==> config.mk <==
export PLATFORM = sky130hd
export DESIGN_NAME = dmem_arb_flat
export DESIGN_NICKNAME = d
export VERILOG_FILES = /design/src/rtl/dmem_arb_pkg.sv /design/src/rtl/dmem_arb_if.sv /design/src/rtl/dmem_arb_rr_arb2.sv /design/src/rtl/dmem_arb.sv /design/src/flat_wrapper.sv
export SDC_FILE = /design/constraint.sdc
export NUM_CORES = 1
export LEC_CHECK = 0
export CAP_MARGIN = 20
export CORE_AREA = 2 2 172 174
export CTS_CLUSTER_SIZE = 12
export DETAILED_ROUTE_END_ITERATION = 8
export DIE_AREA = 0 0 174 176
export PLACE_DENSITY_LB_ADDON = 0.08
export SLEW_MARGIN = 10
export SYNTH_ARGS = -nofsm -noshare
export SYNTH_HDL_FRONTEND = slang
export SYNTH_SLANG_ARGS = --single-unit
==> constraint.sdc <==
create_clock -name clk -period 4.69 [get_ports clk]
set_input_delay 0.938 -clock clk [delete_from_list [all_inputs] [get_ports clk]]
set_output_delay 0.938 -clock clk [all_outputs]
set_load 0.005 [all_outputs]
==> src/rtl/dmem_arb_pkg.sv <==
// Shared types and default sizing for the shared data-memory arbiter.
package dmem_arb_pkg;

  localparam int unsigned DEF_ADDR_W  = 13;
  localparam int unsigned DEF_LINE_W  = 64;
  localparam int unsigned DEF_TIMEOUT = 64;

  typedef enum logic [1:0] {IDLE, BUSY, DONE} arb_state_t;

  typedef enum logic {OP_RD, OP_WR} op_t;

endpackage

==> src/rtl/dmem_arb_if.sv <==
// Bus bundle between the two cache controllers, the arbiter and d_mem.
// slave: the arbiter's view; master: the surrounding CPUs and memory.
interface dmem_arb_if #(
  parameter int unsigned ADDR_W = 13,
  parameter int unsigned LINE_W = 64
);

  // CPU0 side
  logic [ADDR_W-1:0] u_addr_0;
  logic              u_re_0;
  logic              u_we_0;
  logic [LINE_W-1:0] d_line_0;
  logic [LINE_W-1:0] u_rd_data_0;
  logic              u_rdy_0;

  // CPU1 side
  logic [ADDR_W-1:0] u_addr_1;
  logic              u_re_1;
  logic              u_we_1;
  logic [LINE_W-1:0] d_line_1;
  logic [LINE_W-1:0] u_rd_data_1;
  logic              u_rdy_1;

  // d_mem side
  logic [ADDR_W-1:0] mem_addr;
  logic              mem_re;
  logic              mem_we;
  logic [LINE_W-1:0] mem_wdata;
  logic [LINE_W-1:0] mem_rd_data;
  logic              mem_rdy;

  modport slave (
    input  u_addr_0, u_re_0, u_we_0, d_line_0,
    input  u_addr_1, u_re_1, u_we_1, d_line_1,
    input  mem_rd_data, mem_rdy,
    output u_rd_data_0, u_rdy_0, u_rd_data_1, u_rdy_1,
    output mem_addr, mem_re, mem_we, mem_wdata
  );

  modport master (
    output u_addr_0, u_re_0, u_we_0, d_line_0,
    output u_addr_1, u_re_1, u_we_1, d_line_1,
    output mem_rd_data, mem_rdy,
    input  u_rd_data_0, u_rdy_0, u_rd_data_1, u_rdy_1,
    input  mem_addr, mem_re, mem_we, mem_wdata
  );

endinterface

==> src/rtl/dmem_arb_rr_arb2.sv <==
// Two-input round-robin picker: a lone request wins outright, a tie goes
// to the requester that did not win last time.
module rr_arb2 (
  input  logic [1:0] req,
  input  logic       last_grant,
  output logic       gnt_id,
  output logic       gnt_vld
);

  // Pick the winner from the request vector and the previous owner
  always_comb begin
    gnt_vld = |req;
    gnt_id  = 1'b0;
    unique case (req)
      2'b01:   gnt_id = 1'b0;
      2'b10:   gnt_id = 1'b1;
      2'b11:   gnt_id = ~last_grant;
      default: gnt_id = 1'b0;
    endcase
  end

endmodule

==> src/rtl/dmem_arb.sv <==
// Arbitrates two CPUs' line-fill / write-back requests onto one d_mem port.
// One transaction in flight, round-robin on ties, watchdog on d_mem latency.
module dmem_arb
  import dmem_arb_pkg::*;
#(
  parameter int unsigned ADDR_W  = DEF_ADDR_W,
  parameter int unsigned LINE_W  = DEF_LINE_W,
  parameter int unsigned TIMEOUT = DEF_TIMEOUT
) (
  input  logic      clk,
  input  logic      rst,
  dmem_arb_if.slave bus,
  output logic      busy,
  output logic      grant_id,
  output logic      timeout_err
);

  // Last BUSY cycle count before the watchdog aborts.
  localparam logic [7:0] WdLast = 8'(TIMEOUT - 1);

  arb_state_t        state_q, state_d;
  logic              last_grant_q, last_grant_d;
  logic              id_q, id_d;
  op_t               op_q, op_d;
  logic [ADDR_W-1:0] addr_q, addr_d;
  logic [LINE_W-1:0] wdata_q, wdata_d;
  logic [7:0]        wd_cnt_q, wd_cnt_d;
  logic [LINE_W-1:0] rd_data_0_q, rd_data_0_d;
  logic [LINE_W-1:0] rd_data_1_q, rd_data_1_d;
  logic              rdy_0_q, rdy_0_d;
  logic              rdy_1_q, rdy_1_d;
  logic              timeout_err_q, timeout_err_d;

  logic              pick_id;
  logic              pick_vld;
  logic              sel_we;
  logic [ADDR_W-1:0] sel_addr;
  logic [LINE_W-1:0] sel_line;
  logic [LINE_W-1:0] rd_val;

  rr_arb2 u_rr_arb2 (
    .req        ({bus.u_re_1 | bus.u_we_1, bus.u_re_0 | bus.u_we_0}),
    .last_grant (last_grant_q),
    .gnt_id     (pick_id),
    .gnt_vld    (pick_vld)
  );

  // Steer the winning requester's address, data and op onto the grant path
  always_comb begin
    sel_we   = pick_id ? bus.u_we_1   : bus.u_we_0;
    sel_addr = pick_id ? bus.u_addr_1 : bus.u_addr_0;
    sel_line = pick_id ? bus.d_line_1 : bus.d_line_0;
  end

  // Next-state logic for the arbiter FSM, watchdog and return path
  always_comb begin
    state_d       = state_q;
    last_grant_d  = last_grant_q;
    id_d          = id_q;
    op_d          = op_q;
    addr_d        = addr_q;
    wdata_d       = wdata_q;
    wd_cnt_d      = wd_cnt_q;
    rd_data_0_d   = rd_data_0_q;
    rd_data_1_d   = rd_data_1_q;
    rdy_0_d       = 1'b0;
    rdy_1_d       = 1'b0;
    timeout_err_d = 1'b0;
    // Aborted reads return zeros so a stale line is never mistaken for data.
    rd_val        = bus.mem_rdy ? bus.mem_rd_data : '0;

    unique case (state_q)
      IDLE: begin
        if (pick_vld) begin
          state_d  = BUSY;
          id_d     = pick_id;
          op_d     = sel_we ? OP_WR : OP_RD;  // re+we together: write wins
          addr_d   = sel_addr;
          wdata_d  = sel_line;
          wd_cnt_d = '0;
        end
      end
      BUSY: begin
        wd_cnt_d = wd_cnt_q + 8'd1;
        if (bus.mem_rdy || (wd_cnt_q == WdLast)) begin
          state_d       = DONE;
          last_grant_d  = id_q;
          timeout_err_d = ~bus.mem_rdy;
          if (id_q) rdy_1_d = 1'b1;
          else      rdy_0_d = 1'b1;
          if (op_q == OP_RD) begin
            if (id_q) rd_data_1_d = rd_val;
            else      rd_data_0_d = rd_val;
          end
        end
      end
      // One dead cycle lets the requester drop its level request after u_rdy.
      DONE:    state_d = IDLE;
      default: state_d = IDLE;
    endcase
  end

  // State and datapath registers, synchronous active-high reset
  always_ff @(posedge clk) begin
    if (rst) begin
      state_q       <= IDLE;
      last_grant_q  <= 1'b1;
      id_q          <= 1'b0;
      op_q          <= OP_RD;
      addr_q        <= '0;
      wdata_q       <= '0;
      wd_cnt_q      <= '0;
      rd_data_0_q   <= '0;
      rd_data_1_q   <= '0;
      rdy_0_q       <= 1'b0;
      rdy_1_q       <= 1'b0;
      timeout_err_q <= 1'b0;
    end else begin
      state_q       <= state_d;
      last_grant_q  <= last_grant_d;
      id_q          <= id_d;
      op_q          <= op_d;
      addr_q        <= addr_d;
      wdata_q       <= wdata_d;
      wd_cnt_q      <= wd_cnt_d;
      rd_data_0_q   <= rd_data_0_d;
      rd_data_1_q   <= rd_data_1_d;
      rdy_0_q       <= rdy_0_d;
      rdy_1_q       <= rdy_1_d;
      timeout_err_q <= timeout_err_d;
    end
  end

  assign bus.mem_re      = (state_q == BUSY) && (op_q == OP_RD);
  assign bus.mem_we      = (state_q == BUSY) && (op_q == OP_WR);
  assign bus.mem_addr    = addr_q;
  assign bus.mem_wdata   = wdata_q;
  assign bus.u_rd_data_0 = rd_data_0_q;
  assign bus.u_rd_data_1 = rd_data_1_q;
  assign bus.u_rdy_0     = rdy_0_q;
  assign bus.u_rdy_1     = rdy_1_q;
  assign busy            = (state_q != IDLE);
  assign grant_id        = id_q;
  assign timeout_err     = timeout_err_q;

endmodule

==> src/flat_wrapper.sv <==
// flat-port wrapper written by rule: the top's interface ports become plain ports
module dmem_arb_flat import dmem_arb_pkg::*;
#(
  parameter int unsigned ADDR_W  = DEF_ADDR_W,
  parameter int unsigned LINE_W  = DEF_LINE_W,
  parameter int unsigned TIMEOUT = DEF_TIMEOUT
)
  (clk, rst, busy, grant_id, timeout_err, bus_u_addr_0, bus_u_re_0, bus_u_we_0, bus_d_line_0, bus_u_addr_1, bus_u_re_1, bus_u_we_1, bus_d_line_1, bus_mem_rd_data, bus_mem_rdy, bus_u_rd_data_0, bus_u_rdy_0, bus_u_rd_data_1, bus_u_rdy_1, bus_mem_addr, bus_mem_re, bus_mem_we, bus_mem_wdata);
  dmem_arb_if #(.ADDR_W(ADDR_W), .LINE_W(LINE_W)) bus_i ();
  input  logic clk;
  input  logic rst;
  output logic busy;
  output logic grant_id;
  output logic timeout_err;
  input wire logic [$bits(bus_i.u_addr_0)-1:0] bus_u_addr_0;
  input wire logic [$bits(bus_i.u_re_0)-1:0] bus_u_re_0;
  input wire logic [$bits(bus_i.u_we_0)-1:0] bus_u_we_0;
  input wire logic [$bits(bus_i.d_line_0)-1:0] bus_d_line_0;
  input wire logic [$bits(bus_i.u_addr_1)-1:0] bus_u_addr_1;
  input wire logic [$bits(bus_i.u_re_1)-1:0] bus_u_re_1;
  input wire logic [$bits(bus_i.u_we_1)-1:0] bus_u_we_1;
  input wire logic [$bits(bus_i.d_line_1)-1:0] bus_d_line_1;
  input wire logic [$bits(bus_i.mem_rd_data)-1:0] bus_mem_rd_data;
  input wire logic [$bits(bus_i.mem_rdy)-1:0] bus_mem_rdy;
  output wire logic [$bits(bus_i.u_rd_data_0)-1:0] bus_u_rd_data_0;
  output wire logic [$bits(bus_i.u_rdy_0)-1:0] bus_u_rdy_0;
  output wire logic [$bits(bus_i.u_rd_data_1)-1:0] bus_u_rd_data_1;
  output wire logic [$bits(bus_i.u_rdy_1)-1:0] bus_u_rdy_1;
  output wire logic [$bits(bus_i.mem_addr)-1:0] bus_mem_addr;
  output wire logic [$bits(bus_i.mem_re)-1:0] bus_mem_re;
  output wire logic [$bits(bus_i.mem_we)-1:0] bus_mem_we;
  output wire logic [$bits(bus_i.mem_wdata)-1:0] bus_mem_wdata;
  assign bus_i.u_addr_0 = bus_u_addr_0;
  assign bus_i.u_re_0 = bus_u_re_0;
  assign bus_i.u_we_0 = bus_u_we_0;
  assign bus_i.d_line_0 = bus_d_line_0;
  assign bus_i.u_addr_1 = bus_u_addr_1;
  assign bus_i.u_re_1 = bus_u_re_1;
  assign bus_i.u_we_1 = bus_u_we_1;
  assign bus_i.d_line_1 = bus_d_line_1;
  assign bus_i.mem_rd_data = bus_mem_rd_data;
  assign bus_i.mem_rdy = bus_mem_rdy;
  assign bus_u_rd_data_0 = bus_i.u_rd_data_0;
  assign bus_u_rdy_0 = bus_i.u_rdy_0;
  assign bus_u_rd_data_1 = bus_i.u_rd_data_1;
  assign bus_u_rdy_1 = bus_i.u_rdy_1;
  assign bus_mem_addr = bus_i.mem_addr;
  assign bus_mem_re = bus_i.mem_re;
  assign bus_mem_we = bus_i.mem_we;
  assign bus_mem_wdata = bus_i.mem_wdata;
  dmem_arb #(.ADDR_W(ADDR_W), .LINE_W(LINE_W), .TIMEOUT(TIMEOUT)) u_core (.clk(clk), .rst(rst), .bus(bus_i), .busy(busy), .grant_id(grant_id), .timeout_err(timeout_err));
endmodule
==> metrics <==
Worst path max stage delay 0.61 ns; fin crit share 0.702; worst endpoint data arrival time 2.36 ns; via-per-instance ratio 5.57; fmax 0.304 GHz; GRT Total Usage 0.257; Setup crit start kind flop; vias in the first global route 11.2k; Fin Clk Skew 0.00803 ns; final instance area 0.0168 mm2; CTS tree done; Remaining DRCs 0; port bufs 436; initial DRC count 669; hold buffer count at cts 0; max_cap viols 0; Syn Area/Cell 8.57 um2; clock root buffer clkbuf_16; Synth cell types 39; min-delay src u_core.bus.mem_wdata[10]; reg-to-reg slack, setup 2.27 ns; RSZ-0062 raised after global routing false; Synth Instances 1334; Pre-Repair DR Iteration Count 5; Placeable Area 0.0285 mm2; non-filler cells, final 2074; setup repair bufs after CTS 0; Placed Area 0.0159 mm2; reg-to-reg critical path startpoint u_core.wd_cnt_q[0]; Slew @ Worst Pin 1.18 ns; hold slack 0.521 ns; Setup TNS 0 ns; Synth-to-Final Area Change 46.9%; # setup viols final 0; Clk pin slew, worst setup/hold paths 0.06 ns; pin count of the biggest net entering global routing 129; worst r2r dst u_core.bus.u_rd_data_0[27]; Die Wd 174 um; Worst path slowest cell nor2b_1; yosys warns 0; first-pass GRT wire length 64.1 mm; status complete, no violations; H-tree depth 1; IR drop worst, VDD 0.000221 V; number of CTS-inserted buffers 27; Final min period 3.29 ns; FF+latch count, synth 221; Leakage Power 7.30 nW; post-layout util 0.588; sequential area share after synthesis 0.387; Slew headroom 0.214; FILL cells 2603; RePlAce Congestion 0.869; Slew Limit Fails 0; Ports 437; path depth of the worst reg2reg path 5; Worst Hold Path Cells 2; DPL Wire Length 26.6 mm; dpl cells 2019; syn nets 1560; die area 0.0306 mm2; via count 11.6k; total gr overflow 0; hold-critical path endpoint u_core.bus.mem_wdata[10]; Final ANT Viol Nets 0; Crit. End Element output port; post_cts resized 0; Initial Util 0.401; HP Class flop to flop; final-stage net count 1890; CTS Buffer Depth 3; share of post-route cells with drive strength above 1 0.0476; CP cell instances nor2b_1 -> and2_1 -> clkdlybuf4s50_1; Routed WL per cell 20.1 um; Worst-Skew Late Latency 0.53 ns; Worst EP required 3.75 ns; antenna violations before repair 8; CTS sink cnt 221; DIE HEIGHT 176 um; final wirelength 41.6 mm; row cnt 62; Max FO, Critical Path 9; mapped cell area 0.0114 mm2; Hold Fails Final Rpt 0; Pwr Density 329 mW/mm2; Worst Path Class, Setup flop to output port
## flip-flops by register name (all words and copies together) (netlist names)
signal,cells
u_core.bus.mem_addr,13
u_core.bus.u_rdy_1,1
u_core.bus.u_rd_data_1,64
u_core.bus.u_rdy_0,1
u_core.bus.u_rd_data_0,64
u_core.grant_id,1
u_core.last_grant_q,1
u_core.wd_cnt_q,8
u_core.timeout_err,1
u_core.op_q,1
u_core.bus.mem_wdata,64
u_core.state_q,2
## worst max-delay path by stage
stage / from / endpoint / slack [ns]
3_5_place_dp: bus_u_we_0 / u_core.bus.mem_addr[8] / 1.43
5_1_grt: u_core.state_q[0] / bus_mem_we / 1.33
3_3_place_gp: bus_u_we_0 / u_core.bus.mem_addr[10] / 1.51
2_1_floorplan: bus_u_we_0 / u_core.bus.mem_wdata[60] / 2.44
6_report: u_core.state_q[0] / bus_mem_we / 1.40
4_1_cts: u_core.state_q[0] / bus_mem_we / 1.37
## logic make-up (layout without fill, tap and decap cells)
| group | Yosys count | after routing | synth area share |
|---|---|---|---|
| adder cells (fa/ha/maj) | 1 | 1 | 0.00109 |
| AND/OR/NAND/NOR | 437 | 437 | 0.217 |
| multiplexers | 130 | 130 | 0.114 |
| AO/OA/AOI/OAI | 388 | 388 | 0.227 |
| buffers and inverters | 157 | 505 | 0.0543 |
| other | 0 | 8 | 0 |
| flip-flops | 221 | 221 | 0.387 |
## routing by layer
layer	routed length, um	GRT usage	vias up
met5	0	0	-
met4	1230	0.0931	0
met3	2840	0.0644	67
met2	20200	0.433	385
met1	17400	0.318	5530
li1	-	-	5575
## cell usage after synthesis
cell type	instances	share of area
a31o_1	1	0.00077
mux2i_1	128	0.11
and3_1	1	0.00055
dfxtp_1	221	0.39
and2_1	2	0.0011
nand2b_1	5	0.0027
mux2_2	1	0.00098
clkbuf_1	125	0.041
inv_2	1	0.00033
a211oi_1	1	0.00066
nand4bb_1	2	0.0020
mux2_1	1	0.00098
buf_2	25	0.011
nor3b_1	1	0.00066
o32ai_1	1	0.00077
or4b_1	1	0.00088
buf_1	5	0.0016
ha_1	1	0.0011
or4_1	4	0.0026
and3b_1	64	0.049
o21ai_1	4	0.0018
nor2b_1	129	0.071
a41oi_1	1	0.00077
o21a_1	2	0.0013
inv_1	1	0.00033
nor4_4	1	0.0019
a21oi_1	83	0.036
a31oi_1	2	0.0011
o211ai_1	133	0.087
nor2_1	6	0.0020
or3_1	2	0.0011
nand2_1	134	0.044
o221ai_1	1	0.00077
or2_1	1	0.00055
nand3_1	81	0.035
nor4_1	2	0.0011
o21ai_0	80	0.035
nor2_2	1	0.00055
a311oi_1	79	0.061
## layout by cell type, fill, tap and decap left out, types with 4 or more instances in the layout
cell type,instances
clkdlybuf4s50_1,434
nand2_1,134
o21ai_0,80
diode_2,8
dfxtp_1,221
and3b_1,64
nand2b_1,5
clkbuf_1,4
mux2i_1,128
clkbuf_16,27
a21oi_1,83
nor2b_1,129
clkbuf_8,10
o211ai_1,133
nor2_1,4
clkinv_2,7
nand3_1,80
buf_4,18
a311oi_1,79
## per-stage QoR
| stage | power (mW) | worst slack (ns) |
|---|---|---|
| floorplan | 2.79 | 2.44 |
| global placement | 3.54 | 1.51 |
| detailed placement | 3.55 | 1.43 |
| CTS | 5.57 | 1.37 |
| global route | 5.75 | 1.33 |
| finish | 5.52 | 1.40 |
## worst max-delay path, delay by kind of cell, from the launching register on
kind,cells,cell delay (ns)
and+or+nand+nor,2,0.82
buffers and inverters,1,0.54
DFF,1,0.46
## cell type report
cell class	instances	area, um2	share of cell area
Multi-Input combinational cell	956	6470	0.385
Timing Repair Buffer	456	4540	0.270
Tap cell	384	480	0.0286
Sequential cell	221	4420	0.263
Inverter	2	10.0	0.000596
Clock inverter	7	35.0	0.00209
Antenna cell	8	20.0	0.00119
Clock buffer	40	815	0.0485
## power by group
part	switching, mW	internal [mW]	total [mW]
sequential	0.104	2.06	2.17
combinational	0.622	0.721	1.34
clock	0.826	1.19	2.01
total	1.55	3.97	5.52
Power figures use the tool's default switching activity.
